<file path="config.mk">
export PLATFORM = sky130hd
export DESIGN_NAME = hazard_fwd_ctrl
export DESIGN_NICKNAME = d
export VERILOG_FILES = /design/src/rtl/hazard_fwd_ctrl_pkg.sv /design/src/rtl/hazard_fwd_ctrl_match.sv /design/src/rtl/hazard_fwd_ctrl.sv
export SDC_FILE = /design/constraint.sdc
export NUM_CORES = 1
export LEC_CHECK = 0
export CORE_MARGIN = 2
export CORE_UTILIZATION = 50
export CTS_CLUSTER_SIZE = 28
export DETAILED_ROUTE_END_ITERATION = 12
export PLACE_DENSITY = 0.77
export SLEW_MARGIN = 20
export SYNTH_ARGS = -nofsm -noshare
export SYNTH_HDL_FRONTEND = slang
export SYNTH_SLANG_ARGS = --single-unit
</file>
<file path="constraint.sdc">
create_clock -name clk -period 1.85 [get_ports clk]
set_input_delay 0.37 -clock clk [delete_from_list [all_inputs] [get_ports clk]]
set_output_delay 0.37 -clock clk [all_outputs]
set_load 0.1 [all_outputs]
</file>
<file path="src/rtl/hazard_fwd_ctrl_pkg.sv">
// Shared types for the pipeline hazard/forwarding controller.
package hazard_fwd_ctrl_pkg;

    // Widest register address the shadow slots can hold; narrower ports are zero-extended.
    localparam int unsigned REG_AW_MAX = 8;

    typedef logic [REG_AW_MAX-1:0] RegAddr;

    typedef enum logic [1:0] {
        FWD_NONE = 2'b00,
        FWD_M    = 2'b01,
        FWD_W    = 2'b10
    } FwdSel;

    // Shadow copy of one pipeline stage's register tags and control bits.
    typedef struct packed {
        logic   v;
        RegAddr rs;
        RegAddr rt;
        logic   use_rs;
        logic   use_rt;
        RegAddr dst;
        logic   wr;
        logic   ld;
        logic   st;
    } HazSlot;

endpackage

</file>
<file path="src/rtl/hazard_fwd_ctrl_match.sv">
// Slot-vs-register comparator: true when a valid writing slot targets register r.
module hazard_match
    import hazard_fwd_ctrl_pkg::*;
#(
    parameter bit ZERO_HW = 1'b1
) (
    input  logic   v,
    input  logic   wr,
    input  RegAddr dst,
    input  RegAddr r,
    output logic   hit_c
);

    // Register 0 never matches when it is hardwired to zero.
    always_comb begin
        hit_c = v & wr & (dst == r) & ~(ZERO_HW & (r == '0));
    end

endmodule

</file>
<file path="src/rtl/hazard_fwd_ctrl.sv">
// Hazard-detection and forwarding controller for the 5-stage pipeline.
// Tracks X/M/W register tags in shadow slots and drives stall, bubble,
// flush and forward-select controls combinationally from those slots and D.
// Optional event counters are built when HAZARD_PERF_EN is defined.
module hazard_fwd_ctrl
    import hazard_fwd_ctrl_pkg::*;
#(
    parameter int unsigned REG_AW  = 5,
    parameter bit          FWD_EN  = 1'b1,
    parameter bit          ZERO_HW = 1'b1,
    parameter int unsigned CNT_W   = 16
) (
    input  logic              clk,
    input  logic              rst,
    input  logic              d_valid,
    input  logic [REG_AW-1:0] d_rs,
    input  logic [REG_AW-1:0] d_rt,
    input  logic              d_use_rs,
    input  logic              d_use_rt,
    input  logic [REG_AW-1:0] d_dst,
    input  logic              d_reg_write,
    input  logic              d_mem_read,
    input  logic              d_mem_write,
    input  logic              x_redirect,
    output logic              stall_if,
    output logic              stall_d,
    output logic              bubble_x,
    output logic              flush_d,
    output logic [1:0]        fwd_rs_sel,
    output logic [1:0]        fwd_rt_sel,
    output logic              fwd_mem_rt
`ifdef HAZARD_PERF_EN
    ,
    output logic [CNT_W-1:0]  perf_stall,
    output logic [CNT_W-1:0]  perf_flush,
    output logic [CNT_W-1:0]  perf_fwd
`endif
);

    HazSlot x_q, m_q, w_q;
    HazSlot d_slot_c;
    logic   hazard_c;

    logic hit_x_drs, hit_x_drt, hit_m_drs, hit_m_drt;
    logic hit_m_xrs, hit_m_xrt, hit_w_xrs, hit_w_xrt, hit_w_mrt;

    // Decode-stage fields packed into slot form for the X slot load.
    always_comb begin
        d_slot_c        = '0;
        d_slot_c.v      = d_valid;
        d_slot_c.rs     = RegAddr'(d_rs);
        d_slot_c.rt     = RegAddr'(d_rt);
        d_slot_c.use_rs = d_use_rs;
        d_slot_c.use_rt = d_use_rt;
        d_slot_c.dst    = RegAddr'(d_dst);
        d_slot_c.wr     = d_reg_write;
        d_slot_c.ld     = d_mem_read;
        d_slot_c.st     = d_mem_write;
    end

    // Shadow pipeline advance; a bubble drops the D instruction instead of loading it.
    always_ff @(posedge clk) begin
        if (!rst) begin
            x_q <= '0;
            m_q <= '0;
            w_q <= '0;
        end else begin
            w_q <= m_q;
            m_q <= x_q;
            x_q <= bubble_x ? HazSlot'('0) : d_slot_c;
        end
    end

    // W only needs its destination tag and load flag.
    logic unused_w;
    assign unused_w = ^{w_q.rs, w_q.rt, w_q.use_rs, w_q.use_rt, w_q.st};

    hazard_match #(.ZERO_HW(ZERO_HW)) u_x_drs (.v(x_q.v), .wr(x_q.wr), .dst(x_q.dst), .r(d_slot_c.rs), .hit_c(hit_x_drs));
    hazard_match #(.ZERO_HW(ZERO_HW)) u_x_drt (.v(x_q.v), .wr(x_q.wr), .dst(x_q.dst), .r(d_slot_c.rt), .hit_c(hit_x_drt));
    hazard_match #(.ZERO_HW(ZERO_HW)) u_m_drs (.v(m_q.v), .wr(m_q.wr), .dst(m_q.dst), .r(d_slot_c.rs), .hit_c(hit_m_drs));
    hazard_match #(.ZERO_HW(ZERO_HW)) u_m_drt (.v(m_q.v), .wr(m_q.wr), .dst(m_q.dst), .r(d_slot_c.rt), .hit_c(hit_m_drt));
    hazard_match #(.ZERO_HW(ZERO_HW)) u_m_xrs (.v(m_q.v), .wr(m_q.wr), .dst(m_q.dst), .r(x_q.rs),      .hit_c(hit_m_xrs));
    hazard_match #(.ZERO_HW(ZERO_HW)) u_m_xrt (.v(m_q.v), .wr(m_q.wr), .dst(m_q.dst), .r(x_q.rt),      .hit_c(hit_m_xrt));
    hazard_match #(.ZERO_HW(ZERO_HW)) u_w_xrs (.v(w_q.v), .wr(w_q.wr), .dst(w_q.dst), .r(x_q.rs),      .hit_c(hit_w_xrs));
    hazard_match #(.ZERO_HW(ZERO_HW)) u_w_xrt (.v(w_q.v), .wr(w_q.wr), .dst(w_q.dst), .r(x_q.rt),      .hit_c(hit_w_xrt));
    hazard_match #(.ZERO_HW(ZERO_HW)) u_w_mrt (.v(w_q.v), .wr(w_q.wr), .dst(w_q.dst), .r(m_q.rt),      .hit_c(hit_w_mrt));

    // Stall/bubble/flush and forward-select decode; redirect wins over any stall.
    always_comb begin
        hazard_c   = 1'b0;
        stall_if   = 1'b0;
        stall_d    = 1'b0;
        bubble_x   = 1'b0;
        flush_d    = 1'b0;
        fwd_rs_sel = FWD_NONE;
        fwd_rt_sel = FWD_NONE;
        fwd_mem_rt = 1'b0;

        if (d_valid) begin
            if (FWD_EN) begin
                // A store needing only its data from the load picks it up later in M.
                hazard_c = x_q.ld & ((d_use_rs & hit_x_drs) |
                                     (d_use_rt & hit_x_drt & ~d_mem_write));
            end else begin
                hazard_c = (d_use_rs & (hit_x_drs | hit_m_drs)) |
                           (d_use_rt & (hit_x_drt | hit_m_drt));
            end
        end

        flush_d  = x_redirect;
        bubble_x = x_redirect | hazard_c;
        stall_if = hazard_c & ~x_redirect;
        stall_d  = hazard_c & ~x_redirect;

        if (FWD_EN && x_q.v) begin
            if (x_q.use_rs & hit_m_xrs)      fwd_rs_sel = FWD_M;
            else if (hit_w_xrs)              fwd_rs_sel = FWD_W;
            if (x_q.use_rt & hit_m_xrt)      fwd_rt_sel = FWD_M;
            else if (hit_w_xrt)              fwd_rt_sel = FWD_W;
        end

        if (FWD_EN) begin
            fwd_mem_rt = m_q.v & m_q.st & hit_w_mrt & w_q.ld;
        end
    end

`ifdef HAZARD_PERF_EN
    logic fwd_any_c;

    always_comb begin
        fwd_any_c = (fwd_rs_sel != 2'b00) | (fwd_rt_sel != 2'b00) | fwd_mem_rt;
    end

    // Saturating event counters.
    always_ff @(posedge clk) begin
        if (!rst) begin
            perf_stall <= '0;
            perf_flush <= '0;
            perf_fwd   <= '0;
        end else begin
            if (stall_d && (perf_stall != '1))    perf_stall <= perf_stall + CNT_W'(1);
            if (x_redirect && (perf_flush != '1)) perf_flush <= perf_flush + CNT_W'(1);
            if (fwd_any_c && (perf_fwd != '1))    perf_fwd   <= perf_fwd + CNT_W'(1);
        end
    end
`else
    logic unused_cfg;
    assign unused_cfg = ^CNT_W;
`endif

endmodule

</file>
==> impl_metrics.yaml <==
worst_setup_path:
  critical_path.startpoint_type: "flop"
  crit_required_ns: 1.48
  worst-path-max-fanout: 5
  worstReg2RegEnd: "x_q[15]"
  timing.critical_path.arrival_ns: 2.05
  regToRegStartpoint: "x_q[4]"
  critical_path.cell_chain: "nor2_4 > o41ai_4 > a2111oi_4 > buf_4 > nor2_2 > nor3_4 > buf_12"
  critPathKind: "reg2out"
  max_stage_delay_ns: 0.37
  critPathCaptureType: "output pin"
  critPathSlowestCell: "sky130_fd_sc_hd__dfxtp_2"
  timing.reg2reg.worst_path_depth: 6
  rrSetupSlack_ns: 0.15
outcome:
  violations: "setup timing"
  status: "finished with violations"
global_route:
  grt_use_met1_pct: 23.9
  maximum_number_of_pins_on_one_net_before_global_route_repair: 23
  grt_use_met2_pct: 43.8
  globalRouteMet3Util_pct: 7.21
  vias_in_the_first_global_route: 1573
  grt_antenna_before_repair: 0
  global_routing_s_busiest_layer: "met2"
  grt_overflow_total: 0
  grt_pass1_wl_um: 7110
  grt_use_total_pct: 23.8
floorplanning:
  floorplan.io_pins: 33
  die_width_um: 62.5
  floorplan.die.height_um: 62.5
  design.die.area_um2: 3910
  fp.coreArea_um2: 3310
  start_util_pct: 51.7
  fp-row-count: 21
logic_synthesis:
  ys.warnings.count: 0
  most_used_flip_flop_cell_after_synthesis: "sky130_fd_sc_hd__dfxtp_1"
  synth.lib_cells_used.distinct: 23
  synth_area_leaders: "sky130_fd_sc_hd__dfxtp_1 50%, sky130_fd_sc_hd__xnor2_1 13%, sky130_fd_sc_hd__and2_1 8.8%"
  syn_inst: 171
  number_of_flops_mapped_to_enable_cells_by_yosys: 0
  synth_top_cells_by_count: "43 x sky130_fd_sc_hd__dfxtp_1, 26 x sky130_fd_sc_hd__xnor2_1, 24 x sky130_fd_sc_hd__and2_1"
  synth.top_cell.area_share_pct: 50.3
  ys_seq_area_share_pct: 50.3
  mean_instance_size_in_the_synthesized_netlist_um2: 10.0
  async_reset_ff_share_pct: 0
  post-synth-top-area-cell: "sky130_fd_sc_hd__dfxtp_1"
  synthesis.nets: 195
  ys_ff_latch: 43
  synthMostInstantiatedCell: "sky130_fd_sc_hd__dfxtp_1"
  synth.cell_area_um2: 1710
sta:
  finalMaxSlewViolations: 0
  post-route-period-util_pct: 131
  setup_viol_count_final: 8
  postLayoutSetupSlackWorst_ns: -0.571
  slew_headroom_pct: 55.2
  max_freq_ghz: 0.413
  fin_worst_hold_slack_ns: 0.284
  finalSetupTns_ns: -3.17
  final_critical_period_ns: 2.42
  worst_clock_skew_ns: 0.00298
  finalHoldViolations: 0
  tightestPinTransition_ns: 0.669
  grt_setup_unrepaired: "true"
cts:
  cts_num_sinks: 43
  worst_setup_hold_path_clk_slew_ns: 0.12
  clock_latency_on_the_worst_skew_pair_ns: 0.35
  tritoncts: "built"
  tritoncts.num_buffers: 5
  h_tree_level_count: 2
  cts_buffer_depth: 2
  clockRootBuffer: "sky130_fd_sc_hd__clkbuf_4"
final_layout:
  num-nets-final: 249
  area.growth.synth_to_final_pct: 59.5
  final_layout_size_suffix_gt1_share_pct: 42.0
  diodes: 0
  final.fill_count: 188
min_path:
  hold_depth: 2
  min_from: "d_mem_write"
  min_to: "x_q[0]"
  worstHoldPathType: "in2reg"
pwr:
  finalPower_mw: 1.98
  p_leak_nw: 1.15
  vdd_ir_drop_max_v: 0.000749
  pwr_density_cell_nw_per_um2: 724
route:
  route.antenna.remaining_nets: 0
  via_count: 1453
  drt-initial-drc-count: 26
  drt_drc_violations_left: 0
  via_per_inst: 5.34
  post_drt_wl_per_cell_um: 16.3
  drt_pass_1_iters: 4
  routed_wirelength_um: 4440
placement:
  placement.setup.worst_slack_ns: -0.797
  io_buffer_count: 32
  globalplace.congestion: 0.825
  dpl.hpwl_um: 2930
run:
  maxCapViolCount: 0
## worst max-delay path, delay by kind of cell, from the launching register on
family	cells	cell delay [ns]
flops	1	0.37
buf+inv	2	0.40
simple gates	3	0.48
compound gates	2	0.44
## area by class of cell
class	count	area, µm²	area share, %
Sequential cell	43	888	32.5
Multi-Input combinational cell	120	1090	39.9
Timing Repair Buffer	55	593	21.7
Clock buffer	6	41.3	1.51
Clock inverter	2	60.1	2.20
Tap cell	46	57.6	2.11
## cells in the final DEF, fill, tap and decap left out, drive strengths merged
master         Yosys  layout
nand2              5       5
xor2               6       6
or4                4       4
xnor2             26      26
bufinv             0       2
or2b               1       1
nand3              5       5
nor2               6       6
and3              21      21
and2              24      24
nor3               4       4
a21oi              1       1
a2111oi            2       2
o21bai             1       1
dlygate4sd2        0       9
clkdlybuf4s15      0       1
dlymetal6s2s       0       2
nor4               3       3
clkdlybuf4s50      0      11
dfxtp             43      43
o41ai              2       2
buf                4      32
nand4b             1       1
nor2b              1       1
clkbuf             4       6
o21ai              1       1
nand4              6       6
## sequential cells by signal, summed over array words and instances, names as in the netlist
register,cells
m_q,14
w_q,8
x_q,21
## worst max-delay path by stage
stage                start        to  slack, ns  cells after the start
6_report            x_q[7]   stall_d      -0.57                      7
5_1_grt             x_q[7]   stall_d      -0.68                      7
4_1_cts             x_q[6]   stall_d      -0.57                      7
3_5_place_dp       d_rt[3]   stall_d      -0.80                      8
3_3_place_gp       d_rt[1]  stall_if      -0.69                      8
2_1_floorplan  d_mem_write  stall_if      -0.69                      5
## per-layer routing
layer | vias up | wire length (µm)
li1 | 694 | -
met1 | 710 | 1690
met2 | 39 | 2510
met3 | 10 | 158
met4 | 0 | 89
met5 | - | 0
## stage by stage
step | cell area (µm²) | cells | util (%)
6_report | 2730 | 272 | 82.5
5_1_grt | 2730 | 272 | 82.5
4_1_cts | 2680 | 272 | 80.8
3_5_place_dp | 2420 | 259 | 73.1
3_3_place_gp | 2420 | 259 | 73.1
2_1_floorplan | 1870 | 171 | -
## cell families (layout without fill, tap and decap cells)
family          Yosys count  after routing  synth area share (%)
simple gates             81             81                  27.8
flops                    43             43                  50.3
xor+xnor                 32             32                  16.4
buf+inv                   8             63                  2.34
compound gates            7              7                  3.21
## where the power goes
part | leakage (nW) | internal, mW | switching [mW]
logic | 0.734 | 0.141 | 0.127
clock network | 0.0525 | 0.422 | 0.300
registers | 0.360 | 0.957 | 0.0307
total | 1.15 | 1.52 | 0.458
## timing repair
item,CTS,global route
hold buffers,0,0
hold endpoints to repair,0,0
buffers inserted,5,0
pin swaps,26,14
gates resized for setup,45,15
endpoints found under the setup margin,11,28
(Power assumes the default switching activity.)
